[src/rtl/booth_mult_datapath_pkg.sv]
// rtl/booth_mult_datapath_pkg.sv - shared width, FSM states and Booth action codes
package booth_mult_datapath_pkg;

  localparam int DEFAULT_WIDTH = 32;

  typedef enum logic [1:0] {
    IDLE = 2'd0,
    RUN  = 2'd1,
    DONE = 2'd2
  } state_t;

  localparam logic [2:0] OP_NONE = 3'd0;
  localparam logic [2:0] OP_ADD1 = 3'd1;
  localparam logic [2:0] OP_ADD2 = 3'd2;
  localparam logic [2:0] OP_SUB1 = 3'd3;
  localparam logic [2:0] OP_SUB2 = 3'd4;

endpackage

[src/rtl/booth_mult_datapath_addend.sv]
// rtl/booth_mult_datapath_addend.sv - maps a Booth action code and M to a WIDTH+2 signed addend
module booth_addend
  import booth_mult_datapath_pkg::*;
#(
  parameter int WIDTH = DEFAULT_WIDTH
) (
  input  logic [2:0]       i_op_code,
  input  logic [WIDTH-1:0] i_m,
  output logic [WIDTH+1:0] o_addend
);

  logic [WIDTH+1:0] w_m1;
  logic [WIDTH+1:0] w_m2;

  assign w_m1 = {{2{i_m[WIDTH-1]}}, i_m};
  assign w_m2 = w_m1 << 1;

  always_comb begin
    o_addend = '0;
    case (i_op_code)
      OP_ADD1: o_addend = w_m1;
      OP_ADD2: o_addend = w_m2;
      OP_SUB1: o_addend = ~w_m1 + 1'b1;
      OP_SUB2: o_addend = ~w_m2 + 1'b1;
      default: o_addend = '0;
    endcase
  end

endmodule

[src/rtl/booth_mult_datapath.sv]
// rtl/booth_mult_datapath.sv - radix-4 Booth multiplier datapath: accumulator, multiplier shifter, FSM
module booth_mult_datapath
  import booth_mult_datapath_pkg::*;
#(
  parameter int WIDTH = DEFAULT_WIDTH
) (
  input  logic             clock,
  input  logic             reset,
  input  logic             ctrl_MULT,
  input  logic [WIDTH-1:0] data_operandA,
  input  logic [WIDTH-1:0] data_operandB,
  output logic [2:0]       booth_bits,
  input  logic [2:0]       op_code,
  output logic             ctrl_en,
  output logic [WIDTH-1:0] data_result,
  output logic             data_exception,
  output logic             data_resultRDY
);

  localparam int AW = WIDTH + 2;
  localparam int CW = $clog2(WIDTH);
  localparam logic [CW-1:0] LAST = CW'(WIDTH / 2 - 1);

  state_t           r_state;
  state_t           w_next;
  logic [AW-1:0]    r_a;
  logic [WIDTH-1:0] r_q;
  logic [WIDTH-1:0] r_m;
  logic             r_qm1;
  logic [CW-1:0]    r_count;
  logic [WIDTH-1:0] r_result;
  logic             r_exc;
  logic             r_rdy;
  logic [AW-1:0]    w_addend;
  logic [AW-1:0]    w_sum;
  logic [WIDTH:0]   w_top;
  logic             w_ovf;

  booth_addend #(.WIDTH(WIDTH)) u_addend (
    .i_op_code (op_code),
    .i_m       (r_m),
    .o_addend  (w_addend)
  );

  assign w_sum = r_a + w_addend;
  // The product fits in WIDTH signed bits only if the high word is pure sign extension of Q's MSB.
  assign w_top = {r_a[WIDTH-1:0], r_q[WIDTH-1]};
  assign w_ovf = !((&w_top) || !(|w_top));

  always_ff @(posedge clock or posedge reset) begin
    if (reset) r_state <= IDLE;
    else       r_state <= w_next;
  end

  always_comb begin
    w_next = r_state;
    case (r_state)
      IDLE:    if (ctrl_MULT) w_next = RUN;
      RUN:     if (!ctrl_MULT && r_count == LAST) w_next = DONE;
      DONE:    w_next = ctrl_MULT ? RUN : IDLE;
      default: w_next = IDLE;
    endcase
  end

  always_ff @(posedge clock or posedge reset) begin
    if (reset) begin
      r_a      <= '0;
      r_q      <= '0;
      r_m      <= '0;
      r_qm1    <= 1'b0;
      r_count  <= '0;
      r_result <= '0;
      r_exc    <= 1'b0;
      r_rdy    <= 1'b0;
    end else begin
      r_rdy <= 1'b0;
      if (r_state == DONE) begin
        r_rdy    <= 1'b1;
        r_result <= r_q;
        r_exc    <= w_ovf;
      end
      if (ctrl_MULT) begin
        r_m     <= data_operandA;
        r_q     <= data_operandB;
        r_a     <= '0;
        r_qm1   <= 1'b0;
        r_count <= '0;
      end else if (r_state == RUN) begin
        r_a     <= {{2{w_sum[AW-1]}}, w_sum[AW-1:2]};
        r_q     <= {w_sum[1:0], r_q[WIDTH-1:2]};
        r_qm1   <= r_q[1];
        r_count <= r_count + 1'b1;
      end
    end
  end

  assign booth_bits     = {r_q[1], r_q[0], r_qm1};
  assign ctrl_en        = (r_state == RUN);
  assign data_result    = r_result;
  assign data_exception = r_exc;
  assign data_resultRDY = r_rdy;

endmodule

[config.mk]
export PLATFORM = sky130hd
export DESIGN_NAME = booth_mult_datapath
export DESIGN_NICKNAME = d
export VERILOG_FILES = /design/src/rtl/booth_mult_datapath_pkg.sv /design/src/rtl/booth_mult_datapath_addend.sv /design/src/rtl/booth_mult_datapath.sv
export SDC_FILE = /design/constraint.sdc
export NUM_CORES = 1
export LEC_CHECK = 0
export ABC_AREA = 1
export CAP_MARGIN = 20
export CORE_AREA = 2 2 137 139
export DETAILED_ROUTE_END_ITERATION = 10
export DIE_AREA = 0 0 139 141
export HOLD_SLACK_MARGIN = 0.15
export PLACE_DENSITY = 0.74
export SYNTH_ARGS = -nofsm -noshare
export SYNTH_HDL_FRONTEND = slang
export SYNTH_SLANG_ARGS = --single-unit
[constraint.sdc]
create_clock -name clock -period 4.84 [get_ports clock]
set_input_delay 0.968 -clock clock [delete_from_list [all_inputs] [get_ports clock]]
set_output_delay 0.968 -clock clock [all_outputs]
set_load 0.02 [all_outputs]
==> results_dict.tcl, run 1 <==
set metrics [dict create \
    status "finished clean" \
    grt_max_degree 100 \
    synth_top_area_cell "dfrtp_1" \
    path_buf_inv 4 \
    ctsHtreeMaxLevel 4 \
    first_iter_violations 676 \
    power_leakage_nw 5.30 \
    cpLargestDelayFamily "buffers and inverters" \
    fin_crit_ns 3.79 \
    clock_path_buffers 2 \
    io_pins 108 \
    synth_top_flop_cell "dfrtp_1" \
    grt-ovfl-total 0 \
    syn_to_final_growth_pct 20.2 \
    cts.repair.resized 0 \
    critPathMaxStageDelay_ns 0.53 \
    fill_cells 1659 \
    cp_slowest_cell "clkdlybuf4s50_1" \
    seq_area_frac_synth 0.373 \
    cp-start-kind "input pin" \
    track_usage 0.286 \
    cts_buffers 17 \
    chipWidth_um 139 \
    syn-cell-area_um2 9260 \
    hpwlAfterDp_mm 20.5 \
    die-height_um 141 \
    required_ns 5.15 \
    postRouteAntennaNets 0 \
    relSlewSlack 0.390 \
    clk_latency_ns 0.43 \
    drtPass1Iterations 6 \
    path_max_fanout 18 \
    portBuffers 107 \
    n_antenna_cell 0 \
    setup-tns-final_ns 0 \
    cts_root_buffer "clkbuf_16" \
    cpMostUsedCell "nand2_1" \
    drt_wl_total_mm 27.7 \
    critical_path.endpoint_type "flop" \
    num_rows 50 \
    netlist_top_cells_area "dfrtp_1 (37%), nand2_1 (15%), inv_1 (6.6%), o21ai_0 (6.1%), ha_1 (4.9%)" \
    syn_inst 1325 \
    drive_gt1_frac 0.0593 \
    die_area_um2 19600 \
    clock-sinks 138 \
    arrival_ns 4.10 \
    hp-class "reg -> reg" \
    fmax_ghz 0.264 \
    rsz0062_at_grt "false" \
    finalSetupViolCount 0 \
    hold_buffers 0 \
    slew_viol_final 0 \
    maxCapViolCount 0 \
    via_per_inst 5.57 \
    ys_async_sr_fraction 1.00 \
    finClkSkew_ns 0.0141 \
    avgSynthCellArea_um2 6.99 \
    ys_warn_count 0 \
    initial_utilization 0.507 \
    vdd_drop_max_mv 0.253 \
    whs_ns 0.456 \
    cts.reportedPaths.clkPinSlew_ns 0.06 \
    period_share 0.782 \
    worst_pin_slew_ns 0.915 \
    yosysTopAreaCellShare 0.373 \
    hold_violations 0 \
    synth-seq-cells 138 \
    synth_cell_types 45 \
    grt_pass1_vias 8922 \
    layout.nets 1527 \
    path_class "in -> reg" \
    num_vias 9284 \
    powerDensity_nw_per_um2 337 \
    grt_pass1_wl_mm 45.3 \
    final_common_cell "nand2_1" \
    core-area_um2 18300 \
    path_cells "clkdlybuf4s50_1 > nor3_2 > buf_4 > buf_4 > a221oi_1 > o21ai_0 > ha_1 > nand2_1 > nor2_1 > inv_1 > o21ai_1 > nand4_1 > nand3_1 > nand2_1 > nand3_1 > nand2_1" \
    drc_errors 0 \
    antenna_found_initial 0 \
    wl_per_cell_um 16.6 \
    post_cts_buffers 0 \
    synth_edf_count 0 \
    gp_congestion 0.969 \
    cts_tree "yes" \
    synth_fp_nets 1432 \
    final_cell_mix "nand2_1 (381), inv_1 (162), dfrtp_1 (138), o21ai_0 (112), nor2_1 (112)" \
]
## metrics by stage
step | cell area (um^2) | power, mW | cells | utilization | setup WS [ns]
after CTS | 11100 | 3.77 | 1666 | 0.608 | 1.09
after global placement | 10500 | 2.48 | 1634 | 0.577 | 0.703
after detailed placement | 10500 | 2.49 | 1634 | 0.577 | 0.639
after global routing | 11100 | 3.97 | 1667 | 0.609 | 0.777
final | 11100 | 3.76 | 1667 | 0.609 | 1.05
after floorplan | 9260 | 2.13 | 1325 | - | 0.176
## state kept, by name, indices dropped and copies added, names as in the netlist
name            cells
data_exception      1
r_count             5
r_a                32
r_qm1               1
data_result        32
r_m                32
r_q                32
r_state             2
data_resultRDY      1
## layout make-up
type | instances | area (um^2) | share of cell area
clock buffers | 18 | 439 | 0.0395
clock inverters | 14 | 125 | 0.0112
inverters | 169 | 639 | 0.0574
multi-input cells | 974 | 5000 | 0.450
flip-flops and latches | 138 | 3450 | 0.310
well taps | 234 | 293 | 0.0263
repair buffers | 120 | 1180 | 0.106
## where the power goes
part           total [mW]  internal (mW)  switching [mW]
sequential           1.44           1.30           0.142
combinational        1.05          0.379           0.667
clock                1.27          0.689           0.581
## routing by layer
| layer | GRT usage | wire length [um] | share of wire |
|---|---|---|---|
| met1 | 0.379 | 12200 | 0.44 |
| met2 | 0.483 | 13200 | 0.48 |
| met3 | 0.0418 | 1570 | 0.057 |
| met4 | 0.101 | 754 | 0.027 |
| met5 | 0 | 0 | 0 |
## cell usage after synthesis, types with 2 or more instances
library cell,n
o21ai_0,112
buf_4,3
o2111ai_1,13
nor2_1,113
buf_1,3
inv_2,6
clkbuf_1,31
or2_2,4
nand4_1,23
a221oi_1,3
o21ai_2,3
o21bai_1,5
ha_1,36
a221o_1,3
nand2_2,6
nor3_1,13
inv_1,163
nor2_2,10
nor4_1,13
o221ai_1,33
o22ai_1,9
a21oi_1,58
nand3b_1,6
nand3_1,83
nor2_4,2
nand2_1,382
a21o_1,4
buf_2,7
dfrtp_1,138
nor3_2,2
o21ai_1,10
xor2_1,15
## path summary, 6_finish.rpt
kind	to	from	slack [ns]	cells after the start
max in group asynchronous	data_result[13]	reset	2.87	3
min reg2reg	r_state[0]	r_state[0]	0.46	1
min	r_state[0]	r_state[0]	0.46	1
min in group asynchronous	data_result[2]	reset	1.13	2
max reg2reg	r_a[20]	r_m[0]	1.15	22
max	r_a[23]	op_code[0]	1.05	16
## kinds of logic after synthesis
group / synth area share
adder cells (fa/ha/maj): 0.0508
flip-flops: 0.373
XOR/XNOR: 0.0142
AO/OA/AOI/OAI: 0.168
buffers and inverters: 0.0885
AND/OR/NAND/NOR: 0.305
(Power assumes the default switching activity.)
==> inputs of run 2 (changes only) <==
Clock period 4.84 ns to 3.07 ns, I/O delays scaled along.
==> results_dict.tcl, run 2 (synthesis gave the netlist of run 1 again) <==
set metrics [dict create \
    final_util 0.769 \
    relSlewSlack 0.285 \
    fmax_ghz 0.301 \
    drive_gt1_frac 0.313 \
    antenna_found_initial 0 \
    finalWorstSetupSlack_ns -0.254 \
    finClkSkew_ns 0.0174 \
    cts_root_buffer "clkbuf_16" \
    finalSetupViolCount 21 \
    clk_latency_ns 0.44 \
    cp-start-kind "input pin" \
    path_class "in -> reg" \
    grt_busiest_layer "met2" \
    required_ns 3.43 \
    gp_congestion 0.951 \
    slew_viol_final 0 \
    period_share 1.08 \
    hold_violations 0 \
    drc_errors 0 \
    clock_path_buffers 2 \
    io_pins 108 \
    postRouteAntennaNets 0 \
    met1_usage 0.395 \
    critical_path.endpoint_type "flop" \
    powerDensity_nw_per_um2 509 \
    fin_crit_ns 3.32 \
    p_clk_frac 0.285 \
    cts_tree "yes" \
    seq_power_share 0.322 \
    final_common_cell "nand2_1" \
    via_per_inst 5.74 \
    worst_pin_slew_ns 1.07 \
    wl_per_cell_um 18.0 \
    grt_pass1_vias 10400 \
    maxCapViolCount 0 \
    internal_power_mw 4.42 \
    multi_input_area_um2 6330 \
    rsz0062_at_grt "true" \
    initial_utilization 0.507 \
    chipWidth_um 139 \
    core-area_um2 18300 \
    violations "setup timing" \
    ctsHtreeMaxLevel 4 \
    hp-class "reg -> reg" \
    status "finished, violations left" \
    track_usage 0.321 \
    n_antenna_cell 0 \
    vdd_drop_max_mv 0.430 \
    dp_slack_ns -0.664 \
    clock-sinks 138 \
    grt_pass1_wl_mm 50.7 \
    setup-tns-final_ns -2.63 \
    drtPass1Iterations 5 \
    cts.reportedPaths.clkPinSlew_ns 0.07 \
    power_mw 7.16 \
    path_max_fanout 20 \
    die_area_um2 19600 \
    grt-ovfl-total 0 \
    drt_wl_total_mm 33.7 \
    fill_cells 1287 \
    portBuffers 107 \
    p_sw_frac 0.382 \
    use_met2 0.550 \
    hold_buffers 0 \
    syn_to_final_growth_pct 51.7 \
    cts_buffers 17 \
    grt_max_degree 90 \
    hpwlAfterDp_mm 22.1 \
    layout.nets 1726 \
    p_sw_mw 2.73 \
    num_rows 50 \
    use_met3 0.0455 \
    die-height_um 141 \
    final_cell_mix "nand2_1 (329), buf_4 (196), inv_1 (146), dfrtp_1 (136), clkdlybuf4s50_1 (105)" \
    num_vias 10700 \
    first_iter_violations 953 \
    arrival_ns 3.68 \
    power_leakage_nw 6.60 \
    combPwrFrac 0.392 \
    ff_latch_area_um2 3460 \
]
-- run 2: cell types whose count changed in the layout (fill, tap and decap cells not counted), sizes merged --
cell,before,now
dlymetal6s2s,0,1
clkinvlp,4,6
clkinv,2,1
clkdlybuf4s50,106,105
inv,177,176
buf,14,213
-- run 2: final timing paths --
kind / start / to / slack, ns / cells after the start
min reg2reg: r_count[3] / r_count[3] / 0.47 / 1
max in group asynchronous: reset / r_count[4] / 1.97 / 3
max reg2reg: r_m[1] / r_a[23] / -0.25 / 22
min: r_count[3] / r_count[3] / 0.47 / 1
min in group asynchronous: reset / r_m[6] / 0.66 / 3
max: op_code[2] / r_a[19] / -0.25 / 19
-- run 2: timing repair --
item	in CTS	in global routing
pin swaps	53	78
resized for setup	162	168
endpoints found under the setup margin	27	29
buffers inserted	22	14
-- run 2: critical path: stages --
cell             delay, ns
clkdlybuf4s50_1       0.48
inv_1                 0.10
buf_4                 0.16
nor3_4                0.19
buf_4                 0.31
nand3_1               0.13
o2111ai_2             0.15
ha_4                  0.29
nand2_4               0.12
inv_1                 0.07
nand2_1               0.08
nand2_1               0.11
a21oi_2               0.22
buf_4                 0.14
buf_4                 0.10
nand3_1               0.11
nand2_1               0.11
nand2_1               0.06
o21ai_1               0.13
-- run 2: routing by layer --
| metal | wire length [um] | vias to the layer above |
|---|---|---|
| met5 | 0 | - |
| met4 | 2040 | 0 |
| met3 | 2030 | 153 |
| li1 | - | 5016 |
| met1 | 13200 | 5045 |
| met2 | 16400 | 500 |
-- run 2: power groups by stage --
| stage | sequential, mW | combinational [mW] | clock [mW] |
|---|---|---|---|
| after global placement | 2.28 | 2.01 | 0 |
| after global routing | 2.33 | 3.01 | 2.12 |
| after CTS | 2.27 | 2.34 | 2.04 |
| final | 2.31 | 2.81 | 2.04 |
| after detailed placement | 2.29 | 2.05 | 0 |
| after floorplan | 2.26 | 1.10 | 0 |
-- run 2: layout make-up --
type,count,area share
clock buffers,18,0.0313
clock inverters,14,0.00890
inverters,169,0.0457
multi-input cells,974,0.451
flip-flops and latches,138,0.246
well taps,234,0.0208
repair buffers,319,0.197
-- run 2: stage by stage --
stage	hold WS, ns	instance area (um^2)	instances
5_1_grt	0.499	14100	1866
3_3_place_gp	0.439	11800	1798
4_1_cts	0.475	13100	1852
6_report	0.474	14100	1866
3_5_place_dp	0.465	11800	1798
2_1_floorplan	0.424	9270	1325
==> inputs of run 3 (changes only) <==
Settings changed: ABC_AREA 1 to unset, CORE_AREA 2 2 137 139 to 2 2 136 138, DIE_AREA 0 0 139 141 to 0 0 138 140, PLACE_DENSITY 0.74 to 0.73.
==> results_dict.tcl, run 3 <==
set metrics [dict create \
    clock-sinks 138 \
    drive_gt1_frac 0.315 \
    power_leakage_nw 5.97 \
    cts_tree "yes" \
    wl_per_cell_um 17.8 \
    worst_pin_slew_ns 0.937 \
    num_rows 49 \
    violations "setup timing" \
    first_iter_violations 650 \
    avgSynthCellArea_um2 9.00 \
    finalSetupViolCount 28 \
    die_area_um2 19300 \
    clock_path_buffers 2 \
    postLayoutCellArea_um2 12800 \
    antenna_found_initial 0 \
    finClkSkew_ns 0.0134 \
    synth_fp_nets 1102 \
    syn_to_final_growth_pct 43.4 \
    ctsHtreeMaxLevel 4 \
    synth_top_area_cell "dfrtp_1" \
    maxCapViolCount 0 \
    cts.reportedPaths.clkPinSlew_ns 0.07 \
    relSlewSlack 0.375 \
    yosysTopAreaCellShare 0.386 \
    die-height_um 140 \
    ys_warn_count 0 \
    core-area_um2 17800 \
    grt-ovfl-total 0 \
    clk_latency_ns 0.44 \
    synth-seq-cells 138 \
    track_usage 0.277 \
    synth_top_flop_cell "dfrtp_1" \
    grt_max_degree 69 \
    powerDensity_nw_per_um2 530 \
    drt_wl_total_mm 26.9 \
    vdd_drop_max_mv 0.463 \
    fmax_ghz 0.220 \
    hold_violations 0 \
    rr_endpoint "r_a[32]" \
    fin_crit_ns 4.54 \
    ys_top_cells_by_count "nand2_1 (149), dfrtp_1 (138), o21ai_0 (79)" \
    path_max_fanout 4 \
    placed_area_um2 11700 \
    worstRegToRegCells 20 \
    io_pins 108 \
    cts_buffers 17 \
    final_cell_mix "buf_4 (206), nand2_1 (145), dfrtp_1 (138), clkdlybuf4s50_1 (106), o21ai_0 (64)" \
    finalWorstSetupSlack_ns -1.47 \
    postRouteAntennaNets 0 \
    synth_edf_count 0 \
    hpwlAfterDp_mm 18.7 \
    chipWidth_um 138 \
    status "finished, violations left" \
    post-synth-top-count-cell "nand2_1" \
    arrival_ns 4.86 \
    final_common_cell "buf_4" \
    via_per_inst 5.75 \
    seq_area_frac_synth 0.386 \
    initial_utilization 0.504 \
    dp.cells 1464 \
    synth_cell_types 65 \
    portBuffers 107 \
    setup-tns-final_ns -28.63 \
    power_mw 6.80 \
    n_antenna_cell 0 \
    syn_inst 995 \
    period_share 1.48 \
    grt_pass1_wl_mm 43.6 \
    syn-cell-area_um2 8950 \
    rrSetupSlack_ns -1.47 \
    grt_pass1_vias 8567 \
    rsz0062_at_grt "true" \
    cp-start-kind "flop" \
    gp_congestion 0.930 \
    stdcell_count 1514 \
    drtPass1Iterations 5 \
    ys_async_sr_fraction 1.00 \
    critical_path.endpoint_type "flop" \
    path_class "reg -> reg" \
    hp-class "in -> async" \
    slew_viol_final 0 \
    num_vias 8706 \
    layout.nets 1379 \
    reg2reg_from "r_m[1]" \
    drc_errors 0 \
    required_ns 3.39 \
    cts_root_buffer "clkbuf_16" \
    netlist_top_cells_area "dfrtp_1 (39%), mux2_2 (7.9%), nand2_1 (6.2%), ha_1 (5.0%), o21ai_0 (4.4%)" \
]
## run 3: cell types whose count changed after synthesis, moves of 17 or more
cell and change:
o21ai_0 -33, clkbuf_1 +22, a22oi_1 +25, nor2_1 -62, nand2_1 -233, or3_1 +17, mux2i_1 +33, o22ai_1 +20
o221ai_1 -32, xnor2_1 +30, inv_1 -143, nand3_1 -71, mux2_2 +63
## run 3: kinds of logic (layout without fill, tap and decap cells)
logic type      after synthesis  in the layout  share of synthesized area
simple gates                321            321                      0.174
fa+ha+maj                    37             37                     0.0526
compound gates              256            256                      0.175
buf+inv                      86            376                     0.0377
mux                          96             96                      0.116
xor+xnor                     61             61                     0.0597
flops                       138            138                      0.386
## run 3: worst max path at each step
stage | from | end | slack [ns] | depth (start not counted)
floorplan | r_m[0] | r_a[32] | -1.41 | 21
global placement | r_m[1] | r_a[32] | -1.47 | 20
finish | r_m[1] | r_a[32] | -1.47 | 20
global route | r_m[1] | r_a[32] | -1.71 | 22
detailed placement | r_m[1] | r_a[32] | -1.56 | 20
CTS | r_m[1] | r_a[26] | -1.40 | 23
## run 3: layout make-up
class | count | area [um^2]
multi-input combinational | 771 | 5640
clock inverter | 15 | 196
fill | 1316 | 4940
tap | 229 | 287
clock buffer | 17 | 425
inverter | 21 | 82.6
timing repair buffer | 323 | 2760
sequential | 138 | 3450
## run 3: power by group
group          total (mW)  leakage [nW]  internal [mW]  switching [mW]
clock network        2.20         0.304           1.25           0.952
logic                2.35          3.92           1.19            1.16
registers            2.25          1.75           2.03           0.227
## run 3: critical path: stages (launching register included)
cell and delay, ns:
dfrtp_1 0.39, inv_2 0.08, ha_4 0.13, or3b_4 0.39, nor2_4 0.10, buf_4 0.14, nand3_2 0.12, or4_4 0.46
or3_4 0.35, a22oi_1 0.16, o22ai_1 0.14, ha_1 0.25, a21oi_2 0.18, o21bai_1 0.11, a211oi_2 0.26, o21ai_1 0.13
nand3_1 0.10, o211ai_1 0.11, o41ai_2 0.24, mux2i_1 0.23, mux2_2 0.35
## run 3: routing by layer
metal / wire length, um / vias up / GRT usage
met1: 11800 / 4274 / 0.365
li1: - / 4149 / -
met4: 673 / 0 / 0.0977
met3: 1250 / 49 / 0.0509
met2: 13200 / 234 / 0.462
met5: 0 / - / 0
## run 3: through the flow
stage                     setup WS, ns   util  hold WS (ns)
after global placement           -1.47  0.658         0.470
after floorplan                  -1.41      -         0.432
final                            -1.47  0.722         0.491
after CTS                        -1.40  0.710         0.488
after detailed placement         -1.56  0.658         0.479
after global routing             -1.71  0.722         0.494
## run 3: timing repair
| item | 4_1_cts | 5_1_grt |
|---|---|---|
| buffers inserted | 14 | 6 |
| gates resized for setup | 46 | 42 |
| hold buffers | 0 | 0 |
| setup endpoints to repair | 28 | 29 |
| pin swaps | 36 | 26 |
